## src/rtl/ball_collision_manager_pkg.sv

```systemverilog
// -----------------------------------------------------------------------------
// collision_pkg
// Shared constants and types for the frame-based ball collision manager.
//   NUM_BALLS_DEFAULT : default number of ball objects (1 huge, 2 big,
//                       4 medium, 8 small)
//   *_IDX / *_BASE    : first index of each ball size class; lower index means
//                       a larger ball
//   player_col_state_t: player hit-masking state
// -----------------------------------------------------------------------------
package collision_pkg;

    localparam int NUM_BALLS_DEFAULT = 15;

    localparam int HUGE_IDX   = 0;
    localparam int BIG_BASE   = 1;
    localparam int MED_BASE   = 3;
    localparam int SMALL_BASE = 7;

    typedef enum logic {
        ARMED  = 1'b0,
        INVULN = 1'b1
    } player_col_state_t;

endpackage

```

## src/rtl/ball_collision_manager_invuln_timer.sv

```systemverilog
// -----------------------------------------------------------------------------
// invuln_timer
// Player invulnerability state machine with a frame counter. After a reported
// player hit, further player hits are masked for INVULN_FRAMES commits.
//   clk          : system clock
//   resetN       : asynchronous active-low reset
//   startOfFrame : one-cycle frame-boundary pulse (commit cycle)
//   hit          : the commit in this cycle carries a nonzero player vector
//   active       : registered, high while player hits are masked
// -----------------------------------------------------------------------------
module invuln_timer
    import collision_pkg::*;
#(
    parameter int INVULN_FRAMES = 60
) (
    input  logic clk,
    input  logic resetN,
    input  logic startOfFrame,
    input  logic hit,
    output logic active
);

    localparam int CNT_W = (INVULN_FRAMES > 0) ? $clog2(INVULN_FRAMES + 1) : 1;
    localparam logic [CNT_W-1:0] LOAD_VAL = CNT_W'(INVULN_FRAMES);

    player_col_state_t r_state;
    logic [CNT_W-1:0]  r_count;
    logic              r_active;

    // NOTE: state registers use non-blocking assignments so every flop samples
    // the pre-edge values, independent of statement order in the block.
    always_ff @(posedge clk or negedge resetN) begin
        if (!resetN) begin
            r_state  <= ARMED;
            r_count  <= '0;
            r_active <= 1'b0;
        end else if (startOfFrame) begin
            case (r_state)
                ARMED: begin
                    // A zero window means masking is disabled entirely.
                    if (hit && (INVULN_FRAMES != 0)) begin
                        r_state  <= INVULN;
                        r_count  <= LOAD_VAL;
                        r_active <= 1'b1;
                    end
                end
                INVULN: begin
                    // This commit is still masked; <= 1 keeps the counter
                    // from ever wrapping below zero.
                    if (r_count <= CNT_W'(1)) begin
                        r_state  <= ARMED;
                        r_count  <= '0;
                        r_active <= 1'b0;
                    end else begin
                        r_count <= r_count - CNT_W'(1);
                    end
                end
                default: begin
                    r_state  <= ARMED;
                    r_count  <= '0;
                    r_active <= 1'b0;
                end
            endcase
        end
    end

    assign active = r_active;

endmodule

```

## src/rtl/ball_collision_manager.sv

```systemverilog
// -----------------------------------------------------------------------------
// ball_collision_manager
// Accumulates pixel-level overlaps between the player, the rope and each ball
// over a video frame, and at every frame boundary emits one-cycle collision
// pulses. At most one ball (the largest) is popped by the rope per frame, and
// player hits are masked for a window of frames after a reported hit.
//   clk, resetN         : clock, asynchronous active-low reset
//   startOfFrame        : one-cycle pulse on the first pixel of a frame
//   playerRequest       : player pixel drawn this cycle
//   ropeRequest         : rope pixel drawn this cycle
//   ballRequest         : per-ball pixel drawn flags
//   col_rope_ball       : one-hot pulse, ball popped by the rope
//   col_player_ball     : pulse, balls that hit the player
//   col_rope_any        : OR of col_rope_ball (rope must retract)
//   col_player_any      : OR of col_player_ball
//   playerInvulnerable  : level, high while player hits are masked
// -----------------------------------------------------------------------------
module ball_collision_manager
    import collision_pkg::*;
#(
    parameter int NUM_BALLS     = NUM_BALLS_DEFAULT,
    parameter int INVULN_FRAMES = 60
) (
    input  logic                 clk,
    input  logic                 resetN,
    input  logic                 startOfFrame,
    input  logic                 playerRequest,
    input  logic                 ropeRequest,
    input  logic [NUM_BALLS-1:0] ballRequest,
    output logic [NUM_BALLS-1:0] col_rope_ball,
    output logic [NUM_BALLS-1:0] col_player_ball,
    output logic                 col_rope_any,
    output logic                 col_player_any,
    output logic                 playerInvulnerable
);

    logic [NUM_BALLS-1:0] w_rope_raw;
    logic [NUM_BALLS-1:0] w_player_raw;
    logic [NUM_BALLS-1:0] r_rope_acc;
    logic [NUM_BALLS-1:0] r_player_acc;
    logic [NUM_BALLS-1:0] w_rope_onehot;
    logic [NUM_BALLS-1:0] w_player_next;
    logic                 w_invuln;

    assign w_rope_raw   = {NUM_BALLS{ropeRequest}}   & ballRequest;
    assign w_player_raw = {NUM_BALLS{playerRequest}} & ballRequest;

    // Lowest set index wins: lower indices are the larger balls.
    // NOTE: every variable gets a default at the top of the block so no path
    // leaves it unassigned, which would otherwise infer a latch.
    always_comb begin
        logic found;
        w_rope_onehot = '0;
        found         = 1'b0;
        for (int i = 0; i < NUM_BALLS; i++) begin
            if (r_rope_acc[i] && !found) begin
                w_rope_onehot[i] = 1'b1;
                found            = 1'b1;
            end
        end
    end

    // A ball popped this frame cannot also hit the player.
    assign w_player_next = w_invuln ? '0 : (r_player_acc & ~w_rope_onehot);

    // Requests in the SOF cycle belong to the new frame, so the accumulators
    // reload with this cycle's overlap instead of clearing.
    // NOTE: the accumulators are plain flops, so they take the async reset;
    // a mid-frame reset must discard any partial frame.
    always_ff @(posedge clk or negedge resetN) begin
        if (!resetN) begin
            r_rope_acc   <= '0;
            r_player_acc <= '0;
        end else if (startOfFrame) begin
            r_rope_acc   <= w_rope_raw;
            r_player_acc <= w_player_raw;
        end else begin
            r_rope_acc   <= r_rope_acc   | w_rope_raw;
            r_player_acc <= r_player_acc | w_player_raw;
        end
    end

    always_ff @(posedge clk or negedge resetN) begin
        if (!resetN) begin
            col_rope_ball   <= '0;
            col_player_ball <= '0;
            col_rope_any    <= 1'b0;
            col_player_any  <= 1'b0;
        end else if (startOfFrame) begin
            col_rope_ball   <= w_rope_onehot;
            col_player_ball <= w_player_next;
            col_rope_any    <= |w_rope_onehot;
            col_player_any  <= |w_player_next;
        end else begin
            col_rope_ball   <= '0;
            col_player_ball <= '0;
            col_rope_any    <= 1'b0;
            col_player_any  <= 1'b0;
        end
    end

    invuln_timer #(
        .INVULN_FRAMES (INVULN_FRAMES)
    ) u_invuln_timer (
        .clk          (clk),
        .resetN       (resetN),
        .startOfFrame (startOfFrame),
        .hit          (|w_player_next),
        .active       (w_invuln)
    );

    assign playerInvulnerable = w_invuln;

endmodule

```

## config.mk

```make
export PLATFORM = sky130hd
export DESIGN_NAME = ball_collision_manager
export DESIGN_NICKNAME = d
export VERILOG_FILES = /design/src/rtl/ball_collision_manager_pkg.sv /design/src/rtl/ball_collision_manager_invuln_timer.sv /design/src/rtl/ball_collision_manager.sv
export SDC_FILE = /design/constraint.sdc
export NUM_CORES = 1
export LEC_CHECK = 0
export CAP_MARGIN = 20
export CORE_MARGIN = 4
export CORE_UTILIZATION = 25
export CTS_BUF_LIST = sky130_fd_sc_hd__clkbuf_8 sky130_fd_sc_hd__clkbuf_16
export DETAILED_ROUTE_END_ITERATION = 10
export HOLD_SLACK_MARGIN = 0.05
export SLEW_MARGIN = 20
export SYNTH_ARGS = -nofsm -noshare
export SYNTH_HDL_FRONTEND = slang
export SYNTH_SLANG_ARGS = --single-unit
```

## constraint.sdc

```tcl
create_clock -name clk -period 2.2 [get_ports clk]
set_input_delay 0.22 -clock clk [delete_from_list [all_inputs] [get_ports clk]]
set_output_delay 0.22 -clock clk [all_outputs]
set_load 0.01 [all_outputs]
```

==> metrics.cfg, run 1 <==
[synthesis]
yosysMostFrequentCell=dfrtp_1
syn_inst=281
synth.avg_cell_area_um2=10.6
ys_seq_area_frac=0.587
synth.top_cell.area_share=0.587
synth_area_leader_cell=dfrtp_1
yosys_warnings=0
synthDistinctLibCells=52
synth_edf_count=0
yosys-top-cells-area=dfrtp_1, o21ai_0, nand2_1, inv_1, nor2_1
synth-seq-cells=70
synth_top_cells_by_count=dfrtp_1, nand2_1, inv_1
synth_nets=303
ys_async_sr_fraction=1.00
synthFlopType=dfrtp_1
syn_area_um2=2990

[setup_path]
critical_path.startpoint_type=flip-flop
path_buf_inv=1
required_ns=2.40
cp_slowest_stage_delay_ns=0.43
critPathMaxFanout=7
rrSetupSlack_ns=-0.06
path_cells=nor4_4, and4_4, a31oi_4, or3_4, nor4b_4, buf_6, a22oi_2
setup.worst_path.end_class=flip-flop
critPathKind=reg2reg
arrival_ns=2.46
critPathSlowestCell=or3_4
path_delay_family=simple AND/OR/NAND/NOR gates

[route]
drt_iter0_markers=167
dr.pass1.iters=4
wl_per_cell_um=15.2
drt-total-wl_um=7730
ant_nets=0
drt-met1-wl_um=3380
wl_met3_um=508
via_per_inst=4.72
vias=2405
drcViolationCount=0
wl_met2_um=3720
dr.max_layer_used=met4

[timing]
setup_viol=7
rsz0062_at_grt=true
period_needed_ns=2.26
setup_ws_ns=-0.0587
worstMarginPinSlew_ns=0.725
fin_skew_ns=0.00411
max_slew_margin=0.515
max_freq_mhz=443
fin_setup_tns_ns=-0.268
finalHoldViolations=0
post-route-period-util=1.03
slew_violations=0

[clock_network]
cts.htree.levels=3
insertion_delay_ns=0.33
numCtsBuffers=9
cts_max_path_buffers=2
cts_tree=done
clock-root-buffer=clkbuf_16
cts.reportedPaths.clkPinSlew_ns=0.05
cts_sinks=70

[die]
core_um2=11600
die_area_um2=13800
rows=39
io-pin-count=53
dieHeight_um=117
start_util=0.258
fp.dieW_um=117

[power]
seq_power_share=0.432
p_sw_uw=995
swShare=0.276
p_int_uw=2610
total_power_uw=3600
p_leak_uw=0.00188
comb_power_share=0.198
vdd_drop_max_mv=0.336
power.density_nw_per_um2=864
clockPowerShare=0.370

[final_layout]
final_cell_count_no_fill=509
seqCellArea_um2=1750
insertedDiodeCount=0
fillers=1131
area_growth_pct=39.6
multi_input_area_um2=1080
final_nets=385
drive_above_1_share=0.167

[flow_run]
maxCapViolations=0

[status]
violations=setup timing
status=complete, but fails checks

[placement]
place_congestion=0.853
hpwlAfterDp_um=5330
numPortBuffers=52
dp.cells=491

[grt]
grt_usage=0.117
antenna_found_initial=0
grt_max_degree=71
grt_pass1_wl_um=12400
overflow=0
grt_pass1_vias=2436

[min_path]
hold_class=in2async

cells in the final DEF (no fill, tap or decap), drive strengths merged, types with 2 or more instances in the layout:
master,Yosys,final
and2,2,2
nor2b,2,2
a22o,7,7
nand3,2,2
clkdlybuf4s50,0,51
ha,2,2
a211o,2,2
dfrtp,70,70
o31ai,2,2
buf,3,30
clkbuf,7,12
o41ai,2,2
nor3b,3,3
a211oi,3,3
nor2,15,15
a311oi,5,5
a31oi,4,4
inv,31,32
a21o,2,2
a22oi,3,3
and4,2,2
nor3,11,11
nor4,8,8
a41oi,2,2
and3,3,3
nand2,38,38
clkinv,1,2
or3,2,2
a21oi,7,7
o21ai,28,28
path summary, 6_finish.rpt:
path,from,to,cells after the start
min,resetN,col_rope_ball[8],3
min in group clk,ballRequest[7],r_player_acc[7],3
max in group asynchronous,resetN,u_invuln_timer.r_count[3],3
min reg2reg,u_invuln_timer.r_count[1],u_invuln_timer.r_count[1],1
max,r_rope_acc[0],u_invuln_timer.r_count[3],7
max reg2reg,r_rope_acc[0],u_invuln_timer.r_count[3],7
timing repair:
item	4_1_cts	5_1_grt
resized for setup	1	7
setup endpoints to repair	7	7
gates cloned	0	0
hold endpoints to repair	70	0
buffers inserted	2	1
pin swaps	3	8
hold buffers	1	0
power by group through the flow:
stage	logic [uW]	clock network, uW	registers, uW
final	712	1330	1560
after global routing	794	1430	1580
after CTS	702	1360	1550
after detailed placement	691	0	1570
after global placement	670	0	1570
after floorplan	395	0	1560
final cells by class:
class                           instances  share of cell area
Sequential cell                        70               0.420
Multi-Input combinational cell        168               0.260
Timing Repair Buffer                   82               0.182
Clock buffer                           12              0.0639
Tap cell                              143              0.0429
Inverter                               32              0.0288
Clock inverter                          2             0.00210
registers in the layout, summed over array words and instances (netlist names):
name and flops:
r_rope_acc 15, col_player_ball 15, col_rope_ball 15, u_invuln_timer.active 1
col_player_any 1, u_invuln_timer.r_state 1, u_invuln_timer.r_count 6, col_rope_any 1
r_player_acc 15
worst min-delay path, stage by stage:
cell and delay (ns):
dlygate4sd3_1 0.52, buf_2 0.12, buf_12 0.32
kinds of logic (layout without fill, tap and decap cells):
| group | after synthesis | count (layout) | share of synthesized area |
|---|---|---|---|
| simple gates | 93 | 93 | 0.166 |
| buf+inv | 43 | 128 | 0.0675 |
| mux | 1 | 1 | 0.00377 |
| fa+ha+maj | 2 | 2 | 0.00838 |
| flops | 70 | 70 | 0.587 |
| compound gates | 72 | 72 | 0.167 |
per-stage QoR:
stage,instance area (um^2),setup WS [ns],hold slack [ns],utilization
2_1_floorplan,2990,-0.0220,-0.0756,-
3_3_place_gp,3810,0.0119,0.273,0.329
3_5_place_dp,3810,-0.0329,0.274,0.329
4_1_cts,4120,0.00108,0.467,0.356
5_1_grt,4170,-0.127,0.497,0.360
6_report,4170,-0.0587,0.453,0.360
routing by layer:
layer,GRT usage,up-vias
met3,0.0375,10
met2,0.187,68
met1,0.148,1184
met4,0.0436,0
li1,-,1143
met5,0,-
No activity file was read; power rests on OpenSTA's default activity.
==> inputs of run 2 (changes only) <==
Settings changed: REMOVE_ABC_BUFFERS set to 1.
==> run 2 against run 1 <==
The run still ends with setup timing left. Register-to-register slack better by 0.06 ns. Critical path type unchanged. Sequential share of layout area is 0.47 points lower. Clock-buffer cell count is 3 lower. Critical path depth stayed put. Clock skew is 0.0045 ns higher.
==> metrics.cfg, run 2 (synthesized netlist as in run 1, its figures left out) <==
[status]
status=complete, but fails checks
violations=setup timing

[timing]
slew_violations=0
setup_viol=1
period_needed_ns=2.20
setup_ws_ns=-0.000572
rsz0062_at_grt=true
max_freq_mhz=454
post-route-period-util=1.00
fin_skew_ns=0.00864
worstMarginPinSlew_ns=0.734
finalHoldViolations=0
fin_setup_tns_ns=-0.000572
max_slew_margin=0.509

[die]
io-pin-count=53
fp.dieW_um=117
dieHeight_um=117
rows=39
core_um2=11600
die_area_um2=13800
start_util=0.258

[final_layout]
area_growth_pct=41.3
final_nets=385
drive_above_1_share=0.168
layout_commonest_cell=dfrtp_1
insertedDiodeCount=0
fillers=1154
final_cell_count_no_fill=511
final_cell_mix=dfrtp_1, clkdlybuf4s50_1, nand2_1

[clock_network]
insertion_delay_ns=0.33
cts.reportedPaths.clkPinSlew_ns=0.06
clock-root-buffer=clkbuf_16
cts_max_path_buffers=2
cts_sinks=70
cts.htree.levels=3
numCtsBuffers=9
cts_tree=done

[setup_path]
required_ns=2.40
critPathMaxFanout=7
crit_start=r_rope_acc[2]
cp_slowest_stage_delay_ns=0.55
arrival_ns=2.40
path_delay_family=simple AND/OR/NAND/NOR gates
critPathKind=reg2reg
setup.worst_path.end_class=flip-flop
path_buf_inv=1
path_cells=or4_4, o31ai_4, a41o_1, o211ai_1, nor4b_4, buf_6, a22oi_2
critPathSlowestCell=or4_4
reg2reg_from=r_rope_acc[2]
critical_path.startpoint_type=flip-flop

[route]
via_per_inst=4.69
vias=2396
wl_per_cell_um=15.5
drt-total-wl_um=7930
drt_iter0_markers=113
dr.pass1.iters=4
drcViolationCount=0
ant_nets=0

[flow_run]
maxCapViolations=0

[power]
power.density_nw_per_um2=920
comb_power_share=0.184
p_int_uw=2860
vdd_drop_max_mv=0.351
swShare=0.263
clockPowerShare=0.415
p_sw_uw=1020
seq_power_share=0.402
p_leak_uw=0.00192

[grt]
overflow=0
grt_pass1_wl_um=13100
grt_usage=0.123
antenna_found_initial=0
grt_pass1_vias=2571
grt_max_degree=47

[placement]
hpwlAfterDp_um=5450
place_congestion=0.802
numPortBuffers=52
dp.cells=490

[min_path]
hold_class=in2async

[run 2: worst paths after layout]
kind                       slack, ns                        end  depth (start not counted)
min                             0.45            r_player_acc[9]                          2
min reg2reg                     0.50  u_invuln_timer.r_count[1]                          1
max reg2reg                  -0.0006  u_invuln_timer.r_count[3]                          7
max in group asynchronous       1.10              r_rope_acc[6]                          3
min in group clk                0.49             r_rope_acc[14]                          3
max                          -0.0006  u_invuln_timer.r_count[3]                          7
[run 2: power by group through the flow]
stage	Clock, uW	Sequential (uW)	Combinational (uW)
after floorplan	0	1570	351
after global placement	0	1570	667
after detailed placement	0	1570	687
after CTS	1640	1550	711
after global routing	1690	1580	801
final	1610	1560	713
[run 2: worst reg2reg max path: stages (launching register included)]
cell      delay, ns
dfrtp_1        0.42
or4_4          0.55
o31ai_4        0.22
a41o_1         0.20
o211ai_1       0.15
nor4b_4        0.30
buf_6          0.17
a22oi_2        0.08
[run 2: area by class of cell]
cell class                      instances  area, um^2  area share
Clock buffer                            9         225      0.0534
Sequential cell                        70        1750       0.416
Timing Repair Buffer                   82         759       0.180
Tap cell                              143         179      0.0424
Inverter                               32         120      0.0285
Multi-Input combinational cell        168        1070       0.255
Clock inverter                          7         106      0.0252
[run 2: repair_timing]
| item | in CTS | in global routing |
|---|---|---|
| endpoints found under the hold margin | 24 | 0 |
| pin swaps | 2 | 5 |
| endpoints found under the setup margin | 7 | 7 |
| hold buffers | 1 | 0 |
| resized for setup | 3 | 5 |
| setup buffers | 2 | 2 |
[run 2: stage by stage]
step / hold slack, ns / util / total power (uW) / setup slack (ns) / instance area, um^2
6_report: 0.451 / 0.365 / 3880 / -0.000572 / 4220
5_1_grt: 0.506 / 0.365 / 4070 / -0.0979 / 4220
4_1_cts: 0.464 / 0.361 / 3910 / -0.00355 / 4180
3_5_place_dp: 0.260 / 0.328 / 2260 / -0.0470 / 3800
3_3_place_gp: 0.253 / 0.328 / 2230 / 0.0104 / 3800
2_1_floorplan: -0.0756 / - / 1920 / -0.0221 / 2900
[run 2: per-layer routing]
metal  up-vias  track usage  part of all wire
li1       1143            -                 -
met1      1172        0.167              0.47
met2        68        0.186              0.45
met3        13       0.0350             0.061
met4         0       0.0451             0.018
met5         -            0                 0
==> RTL change, RTL diff (settings of run 2) <==
Register the output `col_player_ball` once more; this adds one clock of latency there. The other outputs are not delayed to match.
--- a/src/rtl/ball_collision_manager.sv
+++ b/src/rtl/ball_collision_manager.sv
@@ -35,2 +35,4 @@
 );
+
+    logic [NUM_BALLS-1:0] col_player_ball_s0;
 
@@ -85,3 +87,3 @@
             col_rope_ball   <= '0;
-            col_player_ball <= '0;
+            col_player_ball_s0 <= '0;
             col_rope_any    <= 1'b0;
@@ -90,3 +92,3 @@
             col_rope_ball   <= w_rope_onehot;
-            col_player_ball <= w_player_next;
+            col_player_ball_s0 <= w_player_next;
             col_rope_any    <= |w_rope_onehot;
@@ -95,3 +97,3 @@
             col_rope_ball   <= '0;
-            col_player_ball <= '0;
+            col_player_ball_s0 <= '0;
             col_rope_any    <= 1'b0;
@@ -113,2 +115,6 @@
 
+    always_ff @(posedge clk) begin
+        col_player_ball <= col_player_ball_s0;
+    end
+
 endmodule
Function: changed (Yosys sat finds a counterexample within 4 cycles, from zero or initial values and one cycle with resetN low).
==> RTL change against run 2 <==
- the flow still finishes with violations (setup timing)
- sequential cell count rose by 15
- total power grew 15%
- sequential share of layout area up 4.1 points
- die area grew 4.4%
- worst setup slack got worse by 0.12 ns
- synthesized cell count is 2.8% lower
- final area increased by 6.6%
- synthesized area increased by 4.8%
- wire length fell by 2.9%
- highest routed layer unchanged
==> RTL change: results (changes against run 2) <==
stage	metric	value	unit	change
worst_setup_path	FF-to-FF path depth	6		-1
worst_setup_path	R2R Path Start	r_rope_acc[3]		
power	Clock Power	1.70	mW	+6%
cts	Post-CTS Hold Fix Bufs	1		unchanged
power	PwrDens	993	nW/um2	+7.9%
synth	Synth top cells by count	dfrtp_1, inv_1, nand2_1		
drt	Met2 Wirelength	3860	um	+8.1%
drt	DR iter-0 viols	166		+47%
cells_and_area	Final nets	385		unchanged
synth	Seq/Total Area, Yosys	0.656		+0.0692
drt	final wirelength	7700	um	-2.9%
cells_and_area	layout cells sized above 1	0.196		+0.0272
synth	asr flop ratio synth	0.824		-0.176
power	Combinational Power Share	0.200		+0.016
sta	clk_skew	0.00600	ns	-0.00264 ns
sta	Final setup viols	9		+8
cells_and_area	FILL cells	1206		+4.5%
power	maximum vdd ir drop	0.000429	V	+22%
synth	ranking of synthesized cells by area	dfrtp_1, dfxtp_1, o21ai_0		
grt	largest net degree at the start of global routing	71		+51%
worst_setup_path	element type at the critical path end	flop		
drt	met1 WL	3250	um	-13%
cells_and_area	diodes inserted	0		unchanged
power	Pleak	1.99	nW	+3.7%
placement	GP Congestion	0.841		+4.8%
status	failing checks	setup timing		
grt	Global Route met1 Usage	0.136		-0.0316
placement	Detailed Place HPWL	5460	um	about the same
synth	Unique masters post-synth	43		-17%
power	internal power	3.25	mW	+14%
drt	metal3 WL	431	um	-11%
drt	vias	2404		+0.33%
grt	Total GRT Usage	0.113		-0.00979
grt	GR Util met2	0.185		-0.00160
sta	Worst Slack Setup Final	-0.121	ns	-0.120 ns
hold_path	Worst Hold Class	flop to flop		
cts	post_cts resized	5		+2
grt	vias in the first global route	2518		-2.1%
grt	first-pass GRT wire length	12600	um	-3.3%
sta	Slew headroom	0.545		+0.0365
status	status	finished with violations		
cts	# Post-CTS Setup Buffers	1		-1
cts	TritonCTS Buffers	9		unchanged
## RTL change: changes by cell type after synthesis, moves of 4 or more
cell	delta
o21ai_1	+5
dfxtp_1	+15
o21ai_0	-6
inv_1	-7
a22o_1	+5
and3_1	+4
nand2_1	-13
or4_1	+4
## RTL change: cells by family after synthesis
family                   Yosys count  share of synthesized area
buffers and inverters             33                     0.0444
adder cells (fa/ha/maj)            2                    0.00800
flip-flops                        85                      0.656
AO/OA/AOI/OAI                     65                      0.143
AND/OR/NAND/NOR                   88                      0.149
## RTL change: worst max-delay path by stage
stage                   from  slack, ns                         to  depth (start not counted)
2_1_floorplan  r_rope_acc[2]      -0.21      u_invuln_timer.active                          6
3_3_place_gp   r_rope_acc[3]      -0.26  u_invuln_timer.r_count[3]                          6
3_5_place_dp   r_rope_acc[3]      -0.32  u_invuln_timer.r_count[2]                          6
4_1_cts        r_rope_acc[7]      -0.15  u_invuln_timer.r_count[3]                          6
5_1_grt        r_rope_acc[2]      -0.16  u_invuln_timer.r_count[3]                          6
6_report       r_rope_acc[3]      -0.12  u_invuln_timer.r_count[3]                          6
## RTL change: layout make-up
class                           count  share of cell area
Clock buffer                        9              0.0501
Multi-Input combinational cell    155               0.223
Timing Repair Buffer               88               0.178
Clock inverter                      7              0.0253
Tap cell                          168              0.0468
Inverter                           24              0.0200
Sequential cell                    85               0.457
## RTL change: stage by stage
stage	std cells	setup TNS (ns)	setup WS, ns	hold WS [ns]	instance area (um2)
floorplan	264	-1.48	-0.209	-0.0756	3080
global placement	517	-1.94	-0.265	0.271	4070
detailed placement	517	-2.31	-0.324	0.273	4070
CTS	535	-1.19	-0.147	0.340	4440
global route	536	-1.30	-0.158	0.345	4490
finish	536	-0.941	-0.121	0.336	4490
